**src/rtl/riscv_fetch_unit.sv**
```systemverilog
// Decoupled RISC-V instruction fetch: a request/response imem port, a prefetch FIFO of
// {pc, instr} entries, and epoch-tagged redirects so stale responses are discarded.
module riscv_fetch_unit #(
    parameter int XLEN       = 32,
    parameter int IMEM_DEPTH = 256,
    parameter int FIFO_DEPTH = 4,
    parameter int RESET_PC   = 0,
    localparam int AW        = $clog2(IMEM_DEPTH) + 2,
    localparam int PW        = $clog2(FIFO_DEPTH),
    localparam int CW        = PW + 1
) (
    input  logic            clk,
    input  logic            RST_n,
    input  logic            halt,
    input  logic            redirect_valid,
    input  logic [XLEN-1:0] redirect_pc,
    output logic            imem_req,
    output logic [AW-1:0]   imem_addr,
    input  logic            imem_rvalid,
    input  logic [31:0]     imem_rdata,
    output logic            fetch_valid,
    input  logic            fetch_ready,
    output logic [XLEN-1:0] fetch_pc,
    output logic [31:0]     fetch_instr,
    output logic [CW-1:0]   fifo_count,
    output logic            misalign_err
);

    typedef enum logic [1:0] {
        BOOT,
        RUN,
        HALTED
    } state_t;

    state_t        state_reg;
    logic [AW-1:0] req_pc_reg;
    logic [AW-1:0] inflight_pc_reg;
    logic          inflight_reg;
    logic          tag_reg;
    logic          epoch_reg;
    logic          misalign_reg;

    logic [PW-1:0] wr_ptr_reg;
    logic [PW-1:0] rd_ptr_reg;
    logic [CW-1:0] count_reg;
    logic          valid_reg;
    logic [AW-1:0] head_pc_reg;
    logic [31:0]   head_instr_reg;

    logic [AW-1:0] pc_mem    [FIFO_DEPTH];
    logic [31:0]   instr_mem [FIFO_DEPTH];

    logic          req;
    logic          push;
    logic          pop;
    logic [AW-1:0] redirect_target;
    logic [PW-1:0] wr_ptr_next;
    logic [PW-1:0] rd_ptr_next;
    logic [CW-1:0] count_next;
    logic          head_hit;
    logic [AW-1:0] head_pc_next;
    logic [31:0]   head_instr_next;
    logic          unused_pc_bits;

    assign unused_pc_bits  = ^redirect_pc[XLEN-1:AW];
    assign redirect_target = {redirect_pc[AW-1:2], 2'b00};

    // Credits count both queued entries and the one response still on its way;
    // a pop this cycle only frees a credit from the next cycle on.
    assign req = (state_reg == RUN) && !halt && !redirect_valid &&
                 (({1'b0, count_reg} + (CW+1)'(inflight_reg)) < (CW+1)'(FIFO_DEPTH));

    assign push = imem_rvalid && inflight_reg && (tag_reg == epoch_reg) && !redirect_valid;
    assign pop  = valid_reg && fetch_ready;

    always_comb begin
        wr_ptr_next = wr_ptr_reg + PW'(push);
        rd_ptr_next = rd_ptr_reg + PW'(pop);
        count_next  = count_reg + CW'(push) - CW'(pop);
        if (redirect_valid) begin
            wr_ptr_next = '0;
            rd_ptr_next = '0;
            count_next  = '0;
        end
    end

    // The head registers preload the entry that will be at the head after this edge,
    // taking it straight from the incoming response when it lands in that slot.
    always_comb begin
        head_hit        = push && (wr_ptr_reg == rd_ptr_next);
        head_pc_next    = head_pc_reg;
        head_instr_next = head_instr_reg;
        if (count_next != '0) begin
            if (head_hit) begin
                head_pc_next    = inflight_pc_reg;
                head_instr_next = imem_rdata;
            end else begin
                head_pc_next    = pc_mem[rd_ptr_next];
                head_instr_next = instr_mem[rd_ptr_next];
            end
        end
    end

    always_ff @(posedge clk) begin
        if (push) begin
            pc_mem[wr_ptr_reg]    <= inflight_pc_reg;
            instr_mem[wr_ptr_reg] <= imem_rdata;
        end
    end

    always_ff @(posedge clk or negedge RST_n) begin
        if (!RST_n) begin
            state_reg       <= BOOT;
            req_pc_reg      <= AW'(RESET_PC);
            inflight_pc_reg <= '0;
            inflight_reg    <= 1'b0;
            tag_reg         <= 1'b0;
            epoch_reg       <= 1'b0;
            misalign_reg    <= 1'b0;
        end else begin
            misalign_reg <= redirect_valid && (redirect_pc[1:0] != 2'b00);

            if (redirect_valid) begin
                state_reg <= halt ? HALTED : RUN;
            end else begin
                case (state_reg)
                    BOOT:    state_reg <= RUN;
                    RUN:     state_reg <= halt ? HALTED : RUN;
                    HALTED:  state_reg <= halt ? HALTED : RUN;
                    default: state_reg <= BOOT;
                endcase
            end

            if (redirect_valid) begin
                req_pc_reg <= redirect_target;
                epoch_reg  <= ~epoch_reg;
            end else if (req) begin
                req_pc_reg <= req_pc_reg + AW'(4);
            end

            if (req) begin
                inflight_reg    <= 1'b1;
                inflight_pc_reg <= req_pc_reg;
                tag_reg         <= epoch_reg;
            end else if (imem_rvalid) begin
                inflight_reg <= 1'b0;
            end
        end
    end

    always_ff @(posedge clk or negedge RST_n) begin
        if (!RST_n) begin
            wr_ptr_reg     <= '0;
            rd_ptr_reg     <= '0;
            count_reg      <= '0;
            valid_reg      <= 1'b0;
            head_pc_reg    <= '0;
            head_instr_reg <= '0;
        end else begin
            wr_ptr_reg     <= wr_ptr_next;
            rd_ptr_reg     <= rd_ptr_next;
            count_reg      <= count_next;
            valid_reg      <= (count_next != '0);
            head_pc_reg    <= head_pc_next;
            head_instr_reg <= head_instr_next;
        end
    end

    assign imem_req     = req;
    assign imem_addr    = req_pc_reg;
    assign fetch_valid  = valid_reg;
    assign fetch_pc     = XLEN'(head_pc_reg);
    assign fetch_instr  = head_instr_reg;
    assign fifo_count   = count_reg;
    assign misalign_err = misalign_reg;

endmodule

```
**config.mk**
```make
export PLATFORM = sky130hd
export DESIGN_NAME = riscv_fetch_unit
export DESIGN_NICKNAME = d
export VERILOG_FILES = /design/src/rtl/riscv_fetch_unit.sv
export SDC_FILE = /design/constraint.sdc
export NUM_CORES = 1
export LEC_CHECK = 0
export CAP_MARGIN = 10
export CORE_ASPECT_RATIO = 0.5
export CORE_MARGIN = 2
export CORE_UTILIZATION = 45
export CTS_BUF_LIST = sky130_fd_sc_hd__clkbuf_16
export DETAILED_ROUTE_END_ITERATION = 16
export PLACE_DENSITY = 0.76
export SYNTH_ARGS = -nofsm -noshare
export SYNTH_HDL_FRONTEND = slang
export SYNTH_SLANG_ARGS = --single-unit
```
**constraint.sdc**
```tcl
create_clock -name clk -period 6.6 [get_ports clk]
set_clock_uncertainty 0.2 [all_clocks]
set_input_delay 0.99 -clock clk [delete_from_list [all_inputs] [get_ports clk]]
set_output_delay 0.99 -clock clk [all_outputs]
set_load 0.02 [all_outputs]
```
==> results of run 1 <==
## metal layers
layer  GRT usage [%]  vias to the layer above  wire (um)
li1                -                     2782          -
met1            26.4                     3192       9700
met2            33.1                      228      10900
met3            3.49                       34       1430
met4            5.03                        0        340
met5               0                        -          0
## cell usage in the layout (no fill, tap or decap), types with 8 or more instances in the layout
cell and instances:
buf_4 15, conb_1 26, clkdlybuf4s50_1 99, nor3b_1 78, ha_1 8, inv_1 63, o221ai_1 80, edfxtp_1 160
nand2_1 44, nor2_1 12, mux2i_1 41, dfrtp_1 70, clkbuf_16 23
## power by group through the flow
stage                     sequential [mW]  combinational (mW)  clock, mW
after floorplan                      2.07               0.661          0
after global placement               1.94                1.32          0
after detailed placement             1.95                1.37          0
after CTS                            1.92                1.38       1.19
after global routing                 1.94                1.48       1.25
final                                1.93                1.36       1.18
## cell families (layout without fill, tap and decap cells)
| group | Yosys count | in the layout |
|---|---|---|
| other cells | 1 | 26 |
| flops | 230 | 230 |
| compound gates | 110 | 110 |
| simple gates | 164 | 164 |
| buf+inv | 128 | 207 |
| fa+ha+maj | 10 | 10 |
| mux | 50 | 50 |
| xor+xnor | 7 | 7 |
## worst paths after layout
kind,startpoint,endpoint,slack (ps),cells past startpoint
min,fetch_instr[1]$_DFFE_PN0P_,fetch_instr[1]$_DFFE_PN0P_,290,2
max in group asynchronous,RST_n,fetch_instr[28]$_DFFE_PN0P_,5080,1
min in group asynchronous,RST_n,misalign_err$_DFF_PN0_,460,1
min reg2reg,fetch_instr[1]$_DFFE_PN0P_,fetch_instr[1]$_DFFE_PN0P_,290,2
max,imem_rvalid,fetch_instr[17]$_DFFE_PN0P_,1640,12
max reg2reg,epoch_reg$_DFFE_PN0P_,fetch_instr[17]$_DFFE_PN0P_,2120,11
## final cells by class
type	instances	area (sq um)	share of cell area, %
clock buffer	23	576	4.94
clock inverter	16	96.3	0.827
inverter	54	203	1.74
multi-input combinational	367	2750	23.6
sequential	230	6560	56.3
tap	292	365	3.14
timing repair buffer	114	1100	9.47
## per-stage QoR
stage / hold WS (ps) / instances / worst slack (ps)
CTS: 292 / 1096 / 1640
detailed placement: 277 / 1057 / 1150
global placement: 271 / 1057 / 1210
global route: 310 / 1096 / 1490
finish: 287 / 1096 / 1640
floorplan: 273 / 725 / 1570
## worst reg2reg max path: cells and delay by family, from the launching register on
kind / cells / cell delay (ps)
flip-flops: 1 / 410
AO/OA/AOI/OAI: 2 / 770
buffers and inverters: 2 / 100
adder cells (fa/ha/maj): 3 / 880
AND/OR/NAND/NOR: 3 / 1810
XOR/XNOR: 1 / 180
==> metrics.md, run 1 <==
| Metric | Value |
|---|---|
| Most frequent cells after synthesis | `edfxtp_1, o221ai_1, nor3b_1` |
| Cell family with most CP delay | `simple AND/OR/NAND/NOR gates` |
| Clk_lat worst skew | `500 ps` |
| Fin util | `approximately 56%` |
| Max Fclk | `around 0.2 GHz` |
| Slowest CP cell | `or4_2` |
| Post-cts sizing count | `0` |
| Max-slew violation count | `0` |
| Worst Max-Slew Pin Slew | `approximately 1200 ps` |
| Largest net degree at the start of global routing | `82` |
| Cell Area, Placed | `0.0110 sq mm` |
| Hold_buf cts | `0` |
| Die Wd | `212 um` |
| Crit path max fanout | `40` |
| Final setup violation count | `0` |
| Worst Path Arrival | `5150 ps` |
| Top-area cell type share of the netlist area | `49.3%` |
| Switching Fraction | `about 32%` |
| Fin crit period | `4960 ps` |
| Final nets | `around 870` |
| Final Cycle Share | `75.2%` |
| First-pass GRT wire length | `approximately 34,000 um` |
| Max_cap viols | `0` |
| Area delta synth->final | `19.5%` |
| DRC | `0` |
| Die Ht | `108 um` |
| Core footprint | `0.0209 sq mm` |
| Flops & latches, synth | `230` |
| First DRT Iteration DRCs | `approximately 630` |
| Wirelength per Cell | `approximately 20 um` |
| Via density | `5.69` |
| Crit path capture type | `flip-flop` |
| Pleak | `4.49 nW` |
| Post-Syn Area | `roughly 0.0097 sq mm` |
| Setup bufs post-CTS | `0` |
| FP Rows | `37` |
| Final Hold Viols | `0` |
| Adder-Cell Fraction of Synth Area | `roughly 1.4%` |
| Logic pwr share | `just over 30%` |
| Starting Density | `between 40 and 50%` |
| Drt first pass iters | `6` |
| Reg with most FFs | `instr_mem` |
| CTS sink count | `230` |
| CTS clk-pin slew, worst paths | `60 ps` |
| CP bufs+invs | `3` |
| Switch Pwr | `1.44 mW` |
| Initial antenna violation count | `0` |
| HP Class | `reg2reg` |
| Number of flip-flops in the largest register | `roughly 130` |
| Final setup TNS | `0 ps` |
| Antenna diodes | `0` |
| Startpoint types | `primary input` |
| Post-synth EDFFs | `160` |
| Vias in the first global route | `6,256` |
| Largest family of logic cells by synthesized area | `simple AND/OR/NAND/NOR gates` |
| Die Area | `0.0229 sq mm` |
| Syn Area/Cell | `13.9 sq um` |
| VDD IR-drop max | `approximately 0.00023 V` |
| Critical Path RT | `6790 ps` |
| CP Class | `in2reg` |
| Power Total | `~4.5 mW` |
| Top-count cell post-synth | `edfxtp_1` |
| Ordered cell list for the critical path | `clkdlybuf4s50_1 -> nand2_1 -> or3_1 -> ha_1 -> inv_1 -> ha_1 -> inv_1 -> fa_1 -> nor2b_1 -> a21o_2 -> or4_2 -> o221ai_1` |
| Yosys cell types | `44` |
| Vias | `approximately 6.2k` |
| Io pins | `150` |
| Layout cell share with drive strength beyond 1 | `7.21%` |
| Power Internal | `roughly 3.0 mW` |
| XOR/XNOR Fraction of Synth Area | `0.629%` |
| Unrepaired setup endpoints after global routing | `false` |
| Sequential share of power | `between 40 and 50%` |
| Synth area leader | `edfxtp_1` |
| Slowest stage delay, CP | `1230 ps` |
| Global route total overflow | `0` |
| Power share of the clock group | `26.4%` |
| Async set-reset flop share out of synthesis | `30.4%` |
| Fill cells | `1,601` |
| Placer congestion estimate | `0.764` |
| TritonCTS clock tree | `built` |
| Relative slew slack | `17.1%` |
| Mux cell area share after synthesis | `5.25%` |
| Final WL | `about 22,000 um` |
| Status | `finished, final reports clean` |
| Synth Warn # | `0` |
| Post-DRT Antenna Nets | `0` |
| Simple logic cell fraction of the synthesized area | `10.1%` |
| Depth of the CTS H-tree | `1` |
| Total CTS buffers | `22` |
| IO Port Bufs | `just over 100` |
| Compound-Gate Fraction of Synth Area | `9.35%` |
| Final Instance Area | `around 0.012 sq mm` |
| GRT Total Usage | `19.5%` |
| Sequential fraction of the synthesis area | `about 67%` |
| Top FF cell, synth | `edfxtp_1` |
| Synth top area cells | `edfxtp_1, dfrtp_1, o221ai_1` |
| HPWL after DPL | `13,000 um` |
| Clock buffer depth | `3` |
| Root Driver | `clkbuf_16` |
| Cells after Synth | `700` |
| P per Cell Area | `between 300 and 400 mW/mm^2` |
Power figures use the tool's default switching activity.
==> inputs of run 2 (changes only) <==
Settings changed: PLACE_DENSITY 0.76 to 0.78.
Clock period 6.6 ns to 4.44 ns, I/O delays scaled along.
==> run 2 against run 1 <==
  * Final cell count up 1.1%
  * Power up 50%
  * Hold slack worse by 150 ps
  * Worst setup slack worse by 1100 ps
  * Count of clock-buffer cells in the layout unchanged
  * Register-to-register slack worse by 1500 ps
  * Global-route usage up 1.1 points
  * Cell area up 1.1%
  * Core utilization up 0.61 points
  * Sequential cell count unchanged
  * Clock power up 49%
  * Via count up 1.2%
  * Critical path type unchanged
  * Largest cell class unchanged
==> metrics.md, run 2 (same netlist as run 1, synthesis figures left out) <==
| Metric | Value |
|---|---|
| Met1 Use GR | `28.0% (+1.7 points)` |
| Die Wd | `212 um (unchanged)` |
| Area delta synth->final | `20.8%` |
| GR met3 Demand/Resource | `3.80% (+0.32 points)` |
| Max_cap viols | `0 (unchanged)` |
| HP Class | `in2async` |
| Slowest CP cell | `or4_2` |
| Fin crit period | `3950 ps` |
| Final Instance Area | `0.0118 sq mm (+1.1%)` |
| Setup bufs post-CTS | `0 (unchanged)` |
| Drt first pass iters | `5 (-1)` |
| First-pass GRT wire length | `36,600 um (+6.3%)` |
| FP Rows | `37 (unchanged)` |
| Unrepaired setup endpoints after global routing | `false` |
| GRT busiest layer | `met2` |
| CTS clk-pin slew, worst paths | `60 ps (about the same)` |
| Final setup TNS | `0 ps (unchanged)` |
| Cell Area, Placed | `0.0111 sq mm (+1.1%)` |
| Global route total overflow | `0 (unchanged)` |
| GRT Total Usage | `20.6% (+1.1 points)` |
| Post-cts sizing count | `0 (unchanged)` |
| Commonest non-fill, non-tap cells in the layout | `edfxtp_1, clkdlybuf4s50_1, o221ai_1` |
| DRC | `0 (unchanged)` |
| Pre-CTS WS | `15.6 ps (-1130 ps)` |
| Vias in the first global route | `6,722 (+7.4%)` |
| Layout cell share with drive strength beyond 1 | `8.70% (+1.5 points)` |
| Final Hold Viols | `0 (unchanged)` |
| Vias | `6,312 (+1.2%)` |
| CTS sink count | `230 (unchanged)` |
| Die Ht | `108 um (unchanged)` |
| Die Area | `0.0229 sq mm (unchanged)` |
| Critical Path RT | `4640 ps (-2150 ps)` |
| VDD IR-drop max | `0.000350 V (+50%)` |
| Max Fclk | `~0.25 GHz` |
| HPWL after DPL | `13,700 um (+5.7%)` |
| IO Port Bufs | `101 (unchanged)` |
| Antenna diodes | `0 (unchanged)` |
| PnR worst setup slack | `490 ps (-1150 ps)` |
| Final nets | `880 (+1.3%)` |
| Reg with most FFs | `instr_mem` |
| Wirelength per Cell | `20.8 um (+2.1%)` |
| Via density | `5.70 (+0.12%)` |
| Met2 usage | `34.1% (+1.0 points)` |
| Pleak | `4.53 nW (+0.88%)` |
| Core footprint | `0.0209 sq mm (unchanged)` |
| Number of flip-flops in the largest register | `128 (unchanged)` |
| First DRT Iteration DRCs | `610 (-3.0%)` |
| Post-DRT Antenna Nets | `0 (unchanged)` |
| Final WL | `23,100 um (+3.2%)` |
| Startpoint types | `primary input` |
| Relative slew slack | `27.8% (+11 points)` |
| Depth of the CTS H-tree | `1 (unchanged)` |
| Io pins | `150 (unchanged)` |
| CP Class | `in2reg` |
| Final Cycle Share | `between 80% and 90%` |
| TritonCTS clock tree | `built` |
| Crit path capture type | `flip-flop` |
| P per Cell Area | `570 mW/mm^2 (+49%)` |
| Crit path max fanout | `36 (-10%)` |
| Starting Density | `46.7% (unchanged)` |
| Worst Path Arrival | `4150 ps (-1000 ps)` |
| Most common cell after layout, fill and taps aside | `edfxtp_1` |
| Status | `finished, final reports clean` |
| Placer congestion estimate | `0.768 (+0.44%)` |
| Total CTS buffers | `22 (unchanged)` |
| Clock buffer depth | `3 (unchanged)` |
| Largest net degree at the start of global routing | `76 (-7.3%)` |
| Hold_buf cts | `0 (unchanged)` |
| Worst Max-Slew Pin Slew | `1080 ps (-160 ps)` |
| Root Driver | `clkbuf_16` |
| Fill cells | `1,624 (+1.4%)` |
| Final setup violation count | `0 (unchanged)` |
| Ordered cell list for the critical path | `clkdlybuf4s50_1 -> nand2_1 -> or3_1 -> ha_1 -> inv_1 -> ha_1 -> inv_1 -> fa_1 -> nor2b_1 -> a21o_1 -> or4_2 -> buf_12 -> o221ai_1` |
| Initial antenna violation count | `0 (unchanged)` |
| Clk_lat worst skew | `500 ps (about the same)` |
| Slowest stage delay, CP | `730 ps (-500 ps)` |
| Max-slew violation count | `0 (unchanged)` |
==> run 2: power breakdown <==
part / leakage [nW] / switching (mW) / internal, mW
registers: 2.29 / 0.236 / 2.63
clock network: 0.341 / 0.769 / 0.996
logic: 1.90 / 1.17 / 0.910
==> run 2: final timing paths <==
path | start | endpoint | slack [ps] | cells past startpoint
max | imem_rvalid | fetch_instr[30]$_DFFE_PN0P_ | 490 | 13
min | RST_n | imem_addr[6]$_DFFE_PN0P_ | 140 | 1
max reg2reg | epoch_reg$_DFFE_PN0P_ | fetch_instr[30]$_DFFE_PN0P_ | 590 | 12
min reg2reg | fetch_instr[31]$_DFFE_PN0P_ | fetch_instr[31]$_DFFE_PN0P_ | 290 | 2
max in group asynchronous | RST_n | fetch_instr[27]$_DFFE_PN0P_ | 3250 | 1
min in group clk | fetch_instr[31]$_DFFE_PN0P_ | fetch_instr[31]$_DFFE_PN0P_ | 290 | 2
==> run 2: final cells by class <==
class	count	area [sq um]	share of cell area [%]
clock buffer	23	576	4.89
clock inverter	17	105	0.892
inverter	54	203	1.72
multi-input combinational	367	2750	23.3
sequential	230	6560	55.7
tap	292	365	3.10
timing repair buffer	125	1220	10.4
==> run 2: stage by stage <==
| stage | util [%] | hold slack (ps) | total power [mW] | cells |
|---|---|---|---|---|
| 2_1_floorplan | - | 170 | 4.06 | 725 |
| 3_3_place_gp | 53.1 | 269 | 4.88 | 1068 |
| 3_5_place_dp | 53.1 | 278 | 4.96 | 1068 |
| 4_1_cts | 56.4 | 177 | 6.73 | 1108 |
| 5_1_grt | 56.4 | 220 | 7.02 | 1108 |
| 6_report | 56.4 | 140 | 6.71 | 1108 |
==> run 2: worst max-delay path, delay by kind of cell <==
kind            cells  cell delay [ps]
fa+ha+maj           3              890
compound gates      2              430
simple gates        4             1320
buf+inv             4              820
==> run 2: layer usage <==
layer | routed length [um] | vias up | share of wire (%)
li1 | - | 2808 | -
met1 | 9850 | 3225 | 43
met2 | 11300 | 235 | 49
met3 | 1500 | 44 | 6.5
met4 | 461 | 0 | 2.0
met5 | 0 | - | 0
==> inputs of run 3 (changes only) <==
Settings changed: REMOVE_ABC_BUFFERS set to 1.
==> run 3 against run 2 <==
  * Hold slack gained 3.3 ps
  * Clock power shrank 9%
  * Sequential cell count is the same
  * Combinational power shrank 2%
  * Via count shrank 2.0%
  * Critical endpoint is now imem_req
==> metrics.md, run 3 (same netlist as run 1, synthesis figures left out) <==
| Metric | Value |
|---|---|
| Io pins | `150 (unchanged)` |
| First-pass GRT wire length | `34,300 um (-6.1%)` |
| Startpoint types | `flip-flop` |
| Die Area | `0.0229 sq mm (unchanged)` |
| Status | `finished, final reports clean` |
| Power Internal | `4.39 mW (-3.2%)` |
| Setup bufs post-CTS | `0 (unchanged)` |
| Slowest CP cell | `nor3_2` |
| Final setup violation count | `0 (unchanged)` |
| Unrepaired setup endpoints after global routing | `false` |
| Post-cts sizing count | `0 (unchanged)` |
| Pre-CTS WS | `-186 ps (-202 ps)` |
| Hold_buf cts | `0 (unchanged)` |
| Total CTS buffers | `21 (-4.5%)` |
| Commonest non-fill, non-tap cells in the layout | `edfxtp_1, clkdlybuf4s50_1, o221ai_1` |
| DR top layer | `met4` |
| TritonCTS clock tree | `built` |
| HP Class | `in2async` |
| Starting Density | `46.7% (unchanged)` |
| Slowest stage delay, CP | `780 ps (+50 ps)` |
| CTS sink count | `230 (unchanged)` |
| Power Total | `6.49 mW (-3.2%)` |
| First DRT Iteration DRCs | `531 (-13%)` |
| P per Cell Area | `557 mW/mm^2 (-2.2%)` |
| Wirelength per Cell | `19.6 um (-5.8%)` |
| HPWL after DPL | `12,600 um (-7.9%)` |
| Die Wd | `212 um (unchanged)` |
| Crit path max fanout | `15 (-58%)` |
| Power share of the clock group | `24.7% (-1.6 points)` |
| Drt first pass iters | `5 (unchanged)` |
| Sequential share of power | `43.9% (+1.3 points)` |
| Worst Path Arrival | `3380 ps (-770 ps)` |
| Pleak | `4.48 nW (-1.2%)` |
| Core footprint | `0.0209 sq mm (unchanged)` |
| PnR worst setup slack | `195 ps (-296 ps)` |
| Initial antenna violation count | `0 (unchanged)` |
| Final WL | `21,600 um (-6.6%)` |
| Relative slew slack | `35.4% (+7.6 points)` |
| Largest net degree at the start of global routing | `82 (+7.9%)` |
| Crit path capture type | `output pin` |
| Vias in the first global route | `6,499 (-3.3%)` |
| FP Rows | `37 (unchanged)` |
| Area delta synth->final | `19.6%` |
| Max_cap viols | `0 (unchanged)` |
| Post-DRT Antenna Nets | `0 (unchanged)` |
| Reg with most FFs | `instr_mem` |
| Vias | `6,187 (-2.0%)` |
| Max-slew violation count | `0 (unchanged)` |
| Final nets | `872 (-0.91%)` |
| Worst Max-Slew Pin Slew | `969 ps (-114 ps)` |
| WL met2 | `10,600 um (-5.9%)` |
| IO Port Bufs | `101 (unchanged)` |
| Placer congestion estimate | `0.823 (+7.2%)` |
| Number of flip-flops in the largest register | `128 (unchanged)` |
| Logic pwr share | `31.3% (+0.2 points)` |
| Switch Pwr | `2.10 mW (-3.4%)` |
| GRT Total Usage | `19.2% (-1.5 points)` |
| Most common cell after layout, fill and taps aside | `edfxtp_1` |
| Global route total overflow | `0 (unchanged)` |
| Root Driver | `clkbuf_16` |
| Fin crit period | `4250 ps (+296 ps)` |
| Depth of the CTS H-tree | `1 (unchanged)` |
| DRC | `0 (unchanged)` |
| Final Hold Viols | `0 (unchanged)` |
| Final Cycle Share | `95.6% (+6.7 points)` |
| Met3 wire length | `1080 um (-28%)` |
| Max Fclk | `0.236 GHz (-7.0%)` |
| Layout cell share with drive strength beyond 1 | `7.68% (-1.0 points)` |
| Die Ht | `108 um (unchanged)` |
| CTS clk-pin slew, worst paths | `70 ps (about the same)` |
| Clk_lat worst skew | `490 ps (about the same)` |
| Met1 wire length | `9470 um (-3.9%)` |
| Antenna diodes | `0 (unchanged)` |
| Via density | `5.63 (-1.2%)` |
| Critical Path RT | `3570 ps (-1070 ps)` |
| VDD IR-drop max | `0.000248 V (-29%)` |
| CP Class | `reg2out` |
| Clock buffer depth | `3 (unchanged)` |
| Switching Fraction | `32.4% (-0.056 points)` |
| Ordered cell list for the critical path | `ha_1 -> o211a_1 -> o22a_1 -> nor3_2 -> clkdlybuf4s50_1` |
[run 3: layout make-up]
class	count	area (sq um)
Fill cell	1633	9230
Sequential cell	230	6560
Multi-Input combinational cell	367	2750
Timing Repair Buffer	118	1170
Clock buffer	21	526
Tap cell	292	365
Inverter	54	203
Clock inverter	17	78.8
[run 3: path summary, 6_finish.rpt]
kind / cells past startpoint / start / slack (ps) / endpoint
min in group clk: 2 / fetch_instr[4]$_DFFE_PN0P_ / 290 / fetch_instr[4]$_DFFE_PN0P_
worst max register to register: 14 / epoch_reg$_DFFE_PN0P_ / 370 / fetch_instr[21]$_DFFE_PN0P_
worst min register to register: 2 / fetch_instr[4]$_DFFE_PN0P_ / 290 / fetch_instr[4]$_DFFE_PN0P_
worst min-delay path: 1 / RST_n / 140 / fetch_instr[15]$_DFFE_PN0P_
worst max-delay path: 5 / fifo_count[1]$_DFF_PN0_ / 190 / imem_req
max in group asynchronous: 1 / RST_n / 3280 / fetch_instr[13]$_DFFE_PN0P_
[run 3: power by group through the flow]
stage	registers, mW	logic (mW)	clock network [mW]
2_1_floorplan	3.08	0.917	0
3_3_place_gp	2.87	1.96	0
3_5_place_dp	2.89	2.03	0
4_1_cts	2.85	2.04	1.63
5_1_grt	2.89	2.20	1.72
6_report	2.85	2.03	1.60
[run 3: critical path, delay by kind of cell, from the launching register on]
| family | cells | cell delay, ps |
|---|---|---|
| and+or+nand+nor | 1 | 780 |
| buffers and inverters | 1 | 770 |
| AOI/OAI and AO/OA | 2 | 620 |
| DFF | 1 | 460 |
| adders and majority gates | 1 | 270 |
[run 3: metrics by stage]
step / utilization, % / cells / hold slack, ps / TNS [ps] / instance area [sq um]
floorplan: - / 651 / 170 / -105650 / 9450
global placement: 52.9 / 1061 / 271 / -1950 / 11000
detailed placement: 52.9 / 1061 / 279 / -4360 / 11000
CTS: 55.8 / 1099 / 182 / 0 / 11700
global route: 55.8 / 1099 / 224 / 0 / 11700
finish: 55.8 / 1099 / 144 / 0 / 11700
[run 3: per-layer routing]
| layer | global-route usage, % | vias to the layer above |
|---|---|---|
| li1 | - | 2793 |
| met1 | 25.7 | 3151 |
| met2 | 32.7 | 207 |
| met3 | 2.96 | 36 |
| met4 | 5.53 | 0 |
| met5 | 0 | - |
